<file path="src/rtl/pipe_pkg.sv">
// Shared constants for the pipe_reg_chain register slice: depth bounds,
// default payload width and the saturating stall-counter helper.
package pipe_pkg;

  localparam int PIPE_DEPTH_MIN     = 1;
  localparam int PIPE_DEPTH_MAX     = 8;
  localparam int PIPE_WIDTH_DEFAULT = 32;
  localparam int STALL_CNT_W        = 32;

  localparam logic [STALL_CNT_W-1:0] STALL_CNT_MAX = '1;

  // Saturating increment: the counter parks at all-ones instead of wrapping.
  function automatic logic [STALL_CNT_W-1:0] sat_inc(input logic [STALL_CNT_W-1:0] value);
    return (value == STALL_CNT_MAX) ? value : value + 1'b1;
  endfunction

endpackage

</file>
<file path="src/rtl/pipe_stage.sv">
// One pipeline register stage: valid bit, payload register and the
// combinational ready that lets an empty stage absorb a bubble.
module pipe_stage
  import pipe_pkg::*;
#(
  parameter int WIDTH = PIPE_WIDTH_DEFAULT
) (
  input  logic             clk,
  input  logic             reset,
  input  logic             clr,
  input  logic             i_up_valid,
  input  logic [WIDTH-1:0] i_up_data,
  input  logic             i_dn_rdy,
  output logic             o_valid,
  output logic [WIDTH-1:0] o_data,
  output logic             o_rdy
);

  logic             r_valid;
  logic [WIDTH-1:0] r_data;

  // An empty stage is always ready, so bubbles collapse under backpressure.
  assign o_rdy   = !r_valid || i_dn_rdy;
  assign o_valid = r_valid;
  assign o_data  = r_data;

  // NOTE: state registers use non-blocking assignments so every stage samples
  // its neighbour's pre-edge value; blocking here would let a payload race
  // through several stages in one clock.
  always_ff @(posedge clk) begin
    if (reset || clr) begin
      r_valid <= 1'b0;
      r_data  <= '0;
    end else if (o_rdy) begin
      r_valid <= i_up_valid;
      if (i_up_valid) begin
        r_data <= i_up_data;
      end
    end
  end

endmodule

</file>
<file path="src/rtl/pipe_reg_chain.sv">
// DEPTH-stage valid/ready register chain with synchronous flush.
// Optional backpressure counter enabled by defining PIPE_STALL_CNT_EN.
module pipe_reg_chain
  import pipe_pkg::*;
#(
  parameter int WIDTH = PIPE_WIDTH_DEFAULT,
  parameter int DEPTH = 1
) (
  input  logic                   clk,
  input  logic                   reset,
  input  logic                   clr,
  input  logic                   in_valid,
  input  logic [WIDTH-1:0]       in_data,
  output logic                   in_ready,
  output logic                   out_valid,
  output logic [WIDTH-1:0]       out_data,
  input  logic                   out_ready
`ifdef PIPE_STALL_CNT_EN
  ,
  output logic [STALL_CNT_W-1:0] stall_cnt
`endif
);

  if (DEPTH < PIPE_DEPTH_MIN || DEPTH > PIPE_DEPTH_MAX) begin : g_depth_check
    $error("pipe_reg_chain: DEPTH out of range");
  end

  for (genvar i = 0; i < DEPTH; i++) begin : g_stage
    logic             w_up_valid;
    logic [WIDTH-1:0] w_up_data;
    logic             w_dn_rdy;
    logic             w_valid;
    logic [WIDTH-1:0] w_data;
    logic             w_rdy;

    if (i == 0) begin : g_head
      assign w_up_valid = in_valid;
      assign w_up_data  = in_data;
    end else begin : g_body
      assign w_up_valid = g_stage[i-1].w_valid;
      assign w_up_data  = g_stage[i-1].w_data;
    end

    if (i == DEPTH - 1) begin : g_tail
      assign w_dn_rdy = out_ready;
    end else begin : g_link
      assign w_dn_rdy = g_stage[i+1].w_rdy;
    end

    pipe_stage #(
      .WIDTH (WIDTH)
    ) u_stage (
      .clk        (clk),
      .reset      (reset),
      .clr        (clr),
      .i_up_valid (w_up_valid),
      .i_up_data  (w_up_data),
      .i_dn_rdy   (w_dn_rdy),
      .o_valid    (w_valid),
      .o_data     (w_data),
      .o_rdy      (w_rdy)
    );
  end

  // Data offered during a flush is dropped, so refuse it at the handshake.
  assign in_ready  = g_stage[0].w_rdy && !clr;
  assign out_valid = g_stage[DEPTH-1].w_valid;
  assign out_data  = g_stage[DEPTH-1].w_data;

`ifdef PIPE_STALL_CNT_EN
  logic [STALL_CNT_W-1:0] r_stall_cnt;

  // Only reset clears the counter; a flush leaves the statistic intact.
  always_ff @(posedge clk) begin
    if (reset) begin
      r_stall_cnt <= '0;
    end else if (out_valid && !out_ready) begin
      r_stall_cnt <= sat_inc(r_stall_cnt);
    end
  end

  assign stall_cnt = r_stall_cnt;
`endif

endmodule
</file>
<file path="config.mk">
export PLATFORM = sky130hd
export DESIGN_NAME = pipe_reg_chain
export DESIGN_NICKNAME = d
export VERILOG_FILES = /design/src/rtl/pipe_pkg.sv /design/src/rtl/pipe_stage.sv /design/src/rtl/pipe_reg_chain.sv
export SDC_FILE = /design/constraint.sdc
export NUM_CORES = 1
export LEC_CHECK = 0
export ABC_AREA = 1
export CAP_MARGIN = 10
export CORE_MARGIN = 2
export CORE_UTILIZATION = 25
export DETAILED_ROUTE_END_ITERATION = 12
export GPL_TIMING_DRIVEN = 0
export PLACE_DENSITY = 0.65
export SLEW_MARGIN = 25
export SYNTH_ARGS = -nofsm -noshare
export SYNTH_HDL_FRONTEND = slang
export SYNTH_SLANG_ARGS = --single-unit
</file>
<file path="constraint.sdc">
create_clock -name clk -period 1 [get_ports clk]
set_input_delay 0.2 -clock clk [delete_from_list [all_inputs] [get_ports clk]]
set_output_delay 0.2 -clock clk [all_outputs]
set_load 0.005 [all_outputs]
</file>
## Yosys cells after proc, flatten, opt, wreduce, memory -nomap -nowiden

Index checks and enable logic that the tools add are counted.

- Reductions and logical operators: 6

Operators with widths:

| kind | number |
|---|---|
| 1-bit zero test | 2 |
| 1-bit logical OR | 2 |
| 2-bit AND reduction | 1 |
| 1-bit logical AND | 1 |

- Logic and storage cells: 8
- Register bits after elaboration: 33
- Output and inout bits: 34
- Input bits: 37

## Depth between registers and ports, before layout

- Word-level depth: 3
- Gate-level depth with buffers: 6
- Mapped depth without buffers: 5

## Modules after synthesis

From an unflattened synthesis, not the netlist that was laid out.

- Cells, all modules: 217
- Area total of the unflattened synthesis: 1497.7 µm²

By module, submodules not included:

| module | times used | sequential area each (µm²) | area each (µm²) | cells an instance |
|---|---|---|---|---|
| pipe_stage | 1 | 660.6 | 1487.7 | 215 |
| pipe_reg_chain | 1 | 0.0 | 10.0 | 2 |

## Least setup slack after synthesis

Ideal clock, no wire load.

- Path type: flip-flop to flip-flop
- Start: register g_stage[0].u_stage.r_valid
- End: register g_stage[0].u_stage.r_data[10]
- Setup slack: 0.036 ns
- Path buffers: 1
- Cell stages (with the launch flop): 5
- Required time: 0.885 ns
- Setup time: 0.115 ns
- Clock period less this slack: 0.964 ns
- Arrival time: 0.849 ns
- Path through: dfxtp_1 > nand2_4 > buf_4 > a21oi_1 > nor2_1

- Cells in the longest elaborated chain, start to end: 3

RTL lines:

| item | line | text |
|---|---|---|
| from (decl) | pipe_stage.sv:19 | `logic r_valid;` |
| from (signal assigned) | pipe_stage.sv:35 | `r_valid <= i_up_valid;` |
| 1-bit zero test | pipe_stage.sv:23 | `assign o_rdy = !r_valid \|\| i_dn_rdy;` |
| 1-bit logical OR | pipe_stage.sv:23 |  |
| 2-bit AND reduction (no source line) | - |  |
| to (signal assigned) | pipe_stage.sv:37 | `r_data <= i_up_data;` |
| to (decl) | pipe_stage.sv:20 | `logic [WIDTH-1:0] r_data;` |

No other way between the ends.
A chain may end at the register's enable or synchronous reset.

## Worst setup path after layout

- Start: register g_stage[0].u_stage.r_valid
- End: output in_ready

- Cells in the longest elaborated chain, start to end: 3

RTL lines:

| item | line | text |
|---|---|---|
| 1-bit zero test | pipe_stage.sv:23 |  |
| 1-bit logical OR | pipe_stage.sv:23 |  |
| 1-bit logical AND | pipe_reg_chain.sv:66 | `assign in_ready = g_stage[0].w_rdy && !clr;` |
| to (decl) | pipe_reg_chain.sv:14 | `output logic in_ready,` |

No other way between the ends.

==> summary.md <==
| Metric | Value |
|---|---|
| Synth cell types | `13` |
| Final hold slack | `0.255 ns` |
| Total power | `3.16 mW` |
| Synth top area cells | `dfxtp_1 (43%), a21oi_1 (11%), inv_1 (8.0%)` |
| PwrDens | `1200 mW/mm²` |
| CTS tree | `built` |
| Via count of the first global-routing pass | `1577` |
| H-tree depth | `2` |
| Max Clock Freq | `933 MHz` |
| CTS Hold Bufs | `0` |
| Worst endpoint required time | `0.80 ns` |
| N_diodes | `0` |
| Final Hold Fails | `0` |
| RSZ-0062 raised after global routing | `true` |
| Final Max Tran Viols | `0` |
| Failing checks | `negative setup slack` |
| CP endpoint kind | `output pin` |
| DP Cell Count | `359` |
| Final ANT Viol Nets | `0` |
| Root Buffer | `clkbuf_8` |
| Die X | `82.8 µm` |
| Commonest non-fill, non-tap cells in the layout | `buf_2 (38), clkdlybuf4s50_1 (33), inv_1 (32), nand2_1 (32)` |
| Cells after Synth | `215` |
| Largest net degree at the start of global routing | `11` |
| Area grow syn2layout | `69.4%` |
| Post-synthesis net count | `252` |
| Max Cap Violations | `0` |
| Initial Utilization | `26.1%` |
| Hold Path Class | `in2reg` |
| Commonest non-fill, non-tap cell in the layout | `buf_2` |
| Yosys warns | `0` |
| Maximum clock path buffer count | `2` |
| DRT iter0 DRCs | `37` |
| Via count | `1614` |
| Io pins | `71` |
| Final min period | `1.07 ns` |
| Overflow after GRT | `0` |
| Worst setup margin | `-0.0722 ns` |
| Startpoint Class | `flip-flop` |
| Die H | `82.8 µm` |
| Worst-Skew Late Latency | `0.28 ns` |
| Setup TNS Final | `-0.635 ns` |
| Post-Syn Area per Cell | `7.23 µm²` |
| Vias per cell | `4.30` |
| LEAKAGE | `1.29 nW` |
| Cell Area, Synth | `0.00155 mm²` |
| Max VDD drop | `463 µV` |
| CTS Sinks | `33` |
| Routability cong. | `0.749` |
| Slew HR | `81.2%` |
| Layout cell share with drive strength beyond 1 | `47.7%` |
| Global router's overall resource usage | `12.8%` |
| Crit path kind | `reg2out` |
| Slowest-stage cell, CP | `dfxtp_4` |
| Total Die Area | `0.00686 mm²` |
| Share of the synthesized area in the top cell type | `42.5%` |
| Layout fillers | `622` |
| Final setup vio count | `29` |
| Area leader, netlist | `dfxtp_1` |
| DRC | `0` |
| CP peak stage delay | `0.35 ns` |
| Worst-path clk slew | `0.07 ns` |
| Layout net count | `336` |
| First-pass GRT wire length | `7.29 mm` |
| Register area share after synthesis | `42.5%` |
| I/O Buffers | `69` |
| Initial antenna violation count | `0` |
| Yosys reg bits | `33` |
| Worst Tran Pin Value | `0.282 ns` |
| Period Utilization, post-route | `107%` |
| Final HPWL DP | `2.95 mm` |
| Post-route non-filler standard cell count | `375` |
| CP Data Arrival Time | `0.87 ns` |
| Post-layout util | `44.2%` |
| Status | `finished, violations left` |
| Critical path peak fanout | `3` |
| Core Region | `0.00596 mm²` |
| Total wire length | `4.58 mm` |
| Std cell rows | `28` |
| First drt pass iteration count | `4` |
| Wire per inst | `12.2 µm` |
| Inserted Clock Buffers | `5` |
| Crit path cell chain | `a21oi_2, buf_2` |
| Setup Skew | `0.00155 ns` |
cell families (layout without fill, tap and decap cells):
family,Yosys count,in the layout,share of synthesized area [%]
and+or+nand+nor,99,100,30.8
buffers and inverters,49,133,15.8
AOI/OAI and AO/OA,34,34,10.9
DFF,33,33,42.5
area by class of cell:
class | count | area (µm²) | area share, %
well taps | 75 | 93.8 | 3.56
flip-flops and latches | 33 | 703 | 26.7
inverters | 33 | 124 | 4.71
repair buffers | 76 | 639 | 24.3
clock buffers | 7 | 96.3 | 3.66
plain buffers | 16 | 164 | 6.23
clock inverters | 1 | 5.00 | 0.190
multi-input cells | 134 | 807 | 30.7
per-layer routing:
| metal | wire length, µm | track usage (%) | vias to the layer above |
|---|---|---|---|
| met4 | 34 | 3.58 | 0 |
| met2 | 2150 | 21.2 | 48 |
| met1 | 2120 | 15.8 | 722 |
| li1 | - | - | 840 |
| met5 | 0 | 0 | - |
| met3 | 267 | 4.47 | 4 |
where the power goes:
group	switching, mW	internal (mW)	leakage (nW)
sequential	0.0336	1.38	0.284
clock	0.485	0.622	0.0542
combinational	0.285	0.347	0.957
cells in the mapped netlist, drive strengths merged:
cell	instances
a21oi	34
buf	16
dfxtp	33
inv	33
nand2	33
nand3	32
nor2	33
nor3	1
registers in the layout (all words and copies together) (netlist names):
register / flops
g_stage.u_stage.o_data: 32
g_stage.u_stage.o_valid: 1
per-stage QoR:
step	area [µm²]	worst slack [ns]
2_1_floorplan	1550	0.0365
3_3_place_gp	2340	-0.569
4_1_cts	2370	-0.0777
6_report	2630	-0.0722
3_5_place_dp	2340	-0.622
5_1_grt	2630	-0.108
repair_timing:
| action | in CTS | in global routing |
|---|---|---|
| cloned | 0 | 4 |
| buffers inserted | 3 | 1 |
| resized for setup | 176 | 43 |
| endpoints found under the setup margin | 66 | 33 |
| pin swaps | 1 | 15 |
worst paths after layout:
path	from	endpoint	slack, ns	cells past startpoint
max reg2reg	g_stage[0].u_stage.o_valid$_SDFFE_PP0P_	g_stage[0].u_stage.o_data[12]$_SDFFE_PP0P_	-0.04	6
min reg2reg	g_stage[0].u_stage.o_data[14]$_SDFFE_PP0P_	g_stage[0].u_stage.o_data[14]$_SDFFE_PP0P_	0.46	2
min	in_valid	g_stage[0].u_stage.o_data[31]$_SDFFE_PP0P_	0.25	4
max	g_stage[0].u_stage.o_valid$_SDFFE_PP0P_	in_ready	-0.07	2
worst max-delay path, delay by kind of cell, from the launching register on:
kind / cells / cell delay, ns
buf+inv: 1 / 0.13
compound gates: 1 / 0.11
flops: 1 / 0.35
No activity file was read; power rests on OpenSTA's default activity.
